<file path="src/rtl/linear_credit_queue.sv">
// Credit-gated reservation front end feeding a shift-register FIFO of SRAM linear
// base addresses and config ids, with a head look-ahead window and sticky error flags.
module linear_credit_queue #(
  parameter int LBW   = 16,
  parameter int IDBW  = 3,
  parameter int DEPTH = 3,
  parameter int WIN   = 2,
  parameter int CBW   = $clog2(DEPTH + 1)
) (
  input  logic                  i_clk,
  input  logic                  i_rst,
  input  logic                  res_rdy,
  output logic                  res_ack,
  output logic                  resf_rdy,
  input  logic                  resf_ack,
  input  logic                  push_rdy,
  output logic                  push_ack,
  input  logic [LBW-1:0]        i_push_linear,
  input  logic [IDBW-1:0]       i_push_id,
  output logic                  pop_rdy,
  input  logic                  pop_ack,
  output logic [WIN*LBW-1:0]    o_linear,
  output logic [WIN*IDBW-1:0]   o_id,
  output logic [WIN-1:0]        o_wvalid,
  output logic [CBW-1:0]        o_count,
  output logic [CBW-1:0]        o_credit,
  output logic                  o_full,
  input  logic                  i_flush,
  output logic [1:0]            o_err
);

  logic [CBW-1:0]        countQ, countD;
  logic [CBW-1:0]        creditQ, creditD;
  logic [DEPTH*LBW-1:0]  linQ, linD;
  logic [DEPTH*IDBW-1:0] idQ, idD;
  logic [1:0]            errQ, errD;
  logic                  resFire, pushFire, popFire;
  logic [CBW-1:0]        tailIdx;

  assign o_full   = (creditQ == CBW'(DEPTH));
  assign resf_rdy = res_rdy && !o_full && !i_flush;
  assign res_ack  = resf_ack && resf_rdy;
  assign pop_rdy  = (countQ != '0) && !i_flush;
  assign push_ack = push_rdy && (countQ < CBW'(DEPTH)) && !i_flush;

  assign resFire  = res_ack;
  assign pushFire = push_ack;
  assign popFire  = pop_rdy && pop_ack;
  assign tailIdx  = countQ - CBW'(popFire);

  // Pop shifts every slot one step toward the head; the top slot keeps its stale value.
  always_comb begin
    linD = linQ;
    idD  = idQ;
    if (popFire) begin
      linD = {linQ[DEPTH*LBW-1 -: LBW], linQ[DEPTH*LBW-1:LBW]};
      idD  = {idQ[DEPTH*IDBW-1 -: IDBW], idQ[DEPTH*IDBW-1:IDBW]};
    end
    if (pushFire) begin
      for (int i = 0; i < DEPTH; i++) begin
        if (CBW'(i) == tailIdx) begin
          linD[i*LBW +: LBW]  = i_push_linear;
          idD[i*IDBW +: IDBW] = i_push_id;
        end
      end
    end
  end

  always_comb begin
    countD  = countQ + CBW'(pushFire) - CBW'(popFire);
    creditD = creditQ;
    if (resFire && !popFire)
      creditD = creditQ + CBW'(1);
    else if (!resFire && popFire && (creditQ != '0))
      creditD = creditQ - CBW'(1);
    if (i_flush) begin
      countD  = '0;
      creditD = '0;
    end
    errD = errQ | {push_rdy && (countQ >= creditQ), pop_ack && !pop_rdy};
  end

  always_ff @(posedge i_clk or posedge i_rst) begin
    if (i_rst) begin
      countQ  <= '0;
      creditQ <= '0;
      linQ    <= '0;
      idQ     <= '0;
      errQ    <= '0;
    end else begin
      countQ  <= countD;
      creditQ <= creditD;
      linQ    <= linD;
      idQ     <= idD;
      errQ    <= errD;
    end
  end

  assign o_linear = linQ[WIN*LBW-1:0];
  assign o_id     = idQ[WIN*IDBW-1:0];
  assign o_count  = countQ;
  assign o_credit = creditQ;
  assign o_err    = errQ;

  for (genvar k = 0; k < WIN; k++) begin : gWvalid
    assign o_wvalid[k] = (CBW'(k) < countQ);
  end

endmodule
</file>
<file path="config.mk">
export PLATFORM = sky130hd
export DESIGN_NAME = linear_credit_queue
export DESIGN_NICKNAME = d
export VERILOG_FILES = /design/src/rtl/linear_credit_queue.sv
export SDC_FILE = /design/constraint.sdc
export NUM_CORES = 1
export LEC_CHECK = 0
export CAP_MARGIN = 20
export CORE_ASPECT_RATIO = 0.9
export CORE_UTILIZATION = 30
export CTS_CLUSTER_DIAMETER = 120
export DETAILED_ROUTE_END_ITERATION = 10
export DONT_BUFFER_PORTS = 1
export PLACE_DENSITY = 0.47
export SYNTH_ARGS = -nofsm -noshare
export SYNTH_HDL_FRONTEND = slang
export SYNTH_SLANG_ARGS = --single-unit
</file>
<file path="constraint.sdc">
create_clock -name i_clk -period 2.5 [get_ports i_clk]
set_clock_uncertainty 0.1 [all_clocks]
set_input_delay 0.5 -clock i_clk [delete_from_list [all_inputs] [get_ports i_clk]]
set_output_delay 0.5 -clock i_clk [all_outputs]
set_load 0.02 [all_outputs]
</file>
### Word level (Yosys, flattened, before mapping)

Cells that the tools add are included.

* add/sub/neg operators: 5
* magnitude comparators: 4
* equality and inequality tests: 3
* muxes and demuxes: 14
* bitwise gates (word level): 1
* reductions and logical operators: 21

Operators with widths (count)
* 16-bit two-way mux: 3
* 48-bit two-way mux: 1
* 32-bit two-way mux: 1
* 1-bit logical AND: 12
* 3-bit two-way mux: 3
* 9-bit two-way mux: 1
* 2-bit two-way mux: 4
* 6-bit two-way mux: 1
* 1-bit zero test: 5
* 1-bit by 2-bit less-than comparator with 1-bit output, first input constant: 2
* 2-bit nonzero test: 2
* 2-bit by 1-bit subtractor with 2-bit output: 2
* 3-bit nonzero test: 1
* 2-bit by 1-bit adder with 2-bit output: 1
* 2-bit by 1-bit adder with 2-bit output, second input constant: 1
* 1-bit by 2-bit equality test with 1-bit output, first input constant: 1
* 2-bit equality test, first input constant: 1
* 2-bit equality test, second input constant: 1
* 2-bit greater-or-equal comparator: 1
* 2-bit zero test: 1
* 2-bit less-than comparator, second input constant: 1
* 2-bit OR: 1
* 2-bit by 1-bit subtractor with 2-bit output, second input constant: 1

* bits in registers: 63
* word-level logic and storage cells: 53

### Longest topological paths before layout

* word-level depth: 11
* gate-level depth with buffers: 9

### Worst setup path after synthesis

OpenSTA, ideal clock, no wires.

* path kind: register to output
* start: reg creditQ[1] (netlist: o_credit[1])
* end: out res_ack
* arrival time: 1.599 ns
* data required time: 1.900 ns
* path slack: 0.301 ns
* cell stages (with the launch flop): 5
* buffers on the path: 0
* cell sequence: dfrtp_1 -> nand2_1 -> inv_1 -> nor3b_1 -> and2_1

* longest elaborated chain between the ends: 5

RTL lines
* start: declaration: line 33 `logic [CBW-1:0] creditQ, creditD;`
* start signal: assignment: line 92 `creditQ <= creditD;`
* 2-bit equality test: line 40 `assign o_full = (creditQ == CBW'(DEPTH));`
* named net o_full: line 27 `output logic o_full,`
* 1-bit zero test: line 41 `assign resf_rdy = res_rdy && !o_full && !i_flush;`
* 1-bit logical AND (2 in series): line 41
* named net resf_rdy: line 14 `output logic resf_rdy,`
* 1-bit logical AND: line 42 `assign res_ack = resf_ack && resf_rdy;`
* end: declaration: line 13 `output logic res_ack,`

The timed path passes the listed nets, and every way through them passes these cells.

### Worst setup path in the final report

* start: reg creditQ[1] (netlist: o_credit[1])
* end: out res_ack

* longest elaborated chain between the ends: 5

RTL lines (line)
* 2-bit equality test: 40
* named net o_full: 27
* 1-bit zero test: 41
* 1-bit logical AND (2 in series): 41
* 1-bit logical AND: 42

The timed path passes the listed nets, and every way through them passes these cells.

==> metrics <==
total nets after synthesis 322; fmax 0.458 GHz; starting density of the core 31.2%; Clock Path Buffers 2; antenna violations before repair 0; DR pass1 iterations 7; sw frac 33.5%; Bufs and invs on worst path 1; Iteration-0 DRC Markers 82; worst-case reg-to-reg path depth 5; synthesis-to-layout area growth 3.88%; routed len/inst 15.9 um; clock root cell clkbuf_16; register share of total power 52.1%; mapped cell area 3220 sq um; Final ANT Viol Nets 0; CTS tree done; GR Overflow Total 0; GPL Wtd Cong 0.690; global-route wire length before repair 10200 um; dpl hpwl 4080 um; Post-Layout Cell Count 392; die height 100 um; Final Cell Area 3350 sq um; syn avg cell area 11.0 sq um; Setup violations, final 0; Crit path max-delay family simple AND/OR/NAND/NOR gates; Inserted Diodes 0; Die Width 111 um; highest net fanout along the worst path 7; Combinational Power Share 13.5%; violated checks design-rule violations; Slew @ Worst Pin 731 ps; post-route minimum period 2190 ps; Pint 2.36 mW; CP Data Required Time 1900 ps; CP max stage cell dfrtp_1; Syn. warnings 0; final hold slack 83.2 ps; clock share of power 34.4%; core box area 10300 sq um; number of hold buffers added after CTS 0; #FFs+latches synth 63; die area 11200 sq um; worst-path cell chain nand2_1, inv_1, nor3b_1, and2_1; NetSw 1.19 mW; Final Hold Viols 0; vias per cell 4.77; vias after detailed routing 1869; Syn Inst Count 293; startpoint types register; Power, Total 3.54 mW; CTS sink count 63; post-placement cell count 376; VDD IR-drop max 0.592 mV; Seq/Total Area, Yosys 48.9%; layout cells sized above 1 17.1%; GRT Util Overall 12.2%; number of cell rows 35; max_cap viols 0; Clk Latency, worst-skew pair 320 ps; CP Depth 4; Hold WC Path Type input port to asynchronous set/reset pin; DRT Wirelength 6230 um; Setup Fix Bufs, Post-CTS 0; post-CTS sizing 0; Leak 1.74 nW; period utilization 87.4%; post-synth top area share 48.9%; vias in the first global route 1858; Slowest Stage Delay on Critical Path 500 ps; fin. max-slew vios 0; PwrDens 1060 nW/um^2; Slew HR 51.2%; WP data arrival 1590 ps; port bufs 0; TritonCTS Buffers 9; Residual DRC 16; ranking of synthesized cells by area dfrtp_1 49%, mux2i_1 12%, buf_4 10%; largest net degree at the start of global routing 39; Layout Nets 287; cell accounting for the most synthesized area dfrtp_1; Cell Area, Placed 3060 sq um; Clk pin slew, worst setup/hold paths 50 ps; Synth cell types 36; kind of critical path register to primary output; Crit. End Element primary output; Setup TNS 0 ps; unrepaired setup endpoints after global routing false; CTS H-Tree Depth 3; status finished with violations; Ports 77
[final timing paths]
path,start,to,slack (ps)
setup reg to reg,o_count[1]$_DFF_PP0_,linQ[13]$_DFF_PP0_,660
hold / removal,i_rst,idQ[3]$_DFF_PP0_,80
min in group i_clk,i_flush,o_count[0]$_DFF_PP0_,130
hold reg to reg,linQ[39]$_DFFE_PP0P_,linQ[39]$_DFFE_PP0P_,380
setup / recovery,o_credit[1]$_DFFE_PP0P_,res_ack,310
max in group asynchronous,i_rst,linQ[40]$_DFFE_PP0P_,1590
[sequential cells by signal, indices dropped and copies added (netlist names)]
register	count
linQ	48
idQ	9
o_count	2
o_credit	2
o_err	2
[cell families after synthesis]
group	count (synthesis)	synth area share, %
AND/OR/NAND/NOR	56	8.16
adder cells (fa/ha/maj)	3	1.17
AO/OA/AOI/OAI	50	8.43
flip-flops	63	48.9
multiplexers	57	18.4
XOR/XNOR	3	0.816
buffers and inverters	61	14.1
[cells in the final DEF (no fill, tap or decap), types with 2 or more instances in the layout]
cell type	instances
buf_4	8
clkbuf_1	2
xnor2_1	2
mux2_2	16
inv_1	4
clkbuf_16	9
mux2_1	3
ha_1	3
a21o_1	3
clkinv_2	3
nor2_1	40
dfrtp_1	63
nand2_1	3
o21ai_0	2
a21oi_1	41
buf_12	2
mux2i_1	38
[power groups by stage]
| stage | combinational, mW | clock [mW] | sequential [mW] |
|---|---|---|---|
| floorplan | 1.08 | 0 | 1.47 |
| CTS | 0.488 | 1.27 | 1.86 |
| global route | 0.546 | 1.31 | 1.89 |
| finish | 0.480 | 1.22 | 1.85 |
| global placement | 0.471 | 0 | 1.87 |
| detailed placement | 0.489 | 0 | 1.87 |
[layer usage]
layer | vias up | part of all wire [%] | global-route usage [%]
met3 | 10 | 7.7 | 5.19
li1 | 888 | - | -
met5 | - | 0 | 0
met2 | 59 | 47 | 19.6
met1 | 912 | 44 | 13.8
met4 | 0 | 2.0 | 6.34
[worst reg2reg max path, cell delays in order (launching register included)]
cell     delay [ps]
dfrtp_1         500
o21ba_1         270
nand2_4         240
buf_4           300
mux2i_1         220
a21oi_1          80
[metrics by stage]
step / setup WS, ps / utilization, %
after floorplan: 301 / -
after global placement: 657 / 29.6
after detailed placement: 632 / 29.6
after CTS: 286 / 32.4
after global routing: 171 / 32.4
final: 315 / 32.4
[area by class of cell]
cell class | instances | area (sq um)
tap | 129 | 161
sequential | 63 | 1580
clock inverter | 4 | 45.0
inverter | 5 | 18.8
fill | 1066 | 6990
timing repair buffer | 10 | 100
clock buffer | 12 | 246
multi-input combinational | 169 | 1200
[cell usage after synthesis (all sizes together)]
cell type  count
a211o          1
a211oi         1
a21o           3
a21oi         41
and2           1
and4           1
buf           54
clkbuf         2
dfrtp         63
ha             3
inv            5
mux2          19
mux2i         38
nand2          4
nand2b         2
nand3          1
nand3b         1
nor2          40
nor2b          1
nor3           1
nor3b          1
nor4b          1
o21ai          2
o21ba          1
o21bai         1
or2            1
or3b           1
xnor2          2
xor2           1
No activity file was read; power rests on OpenSTA's default activity.
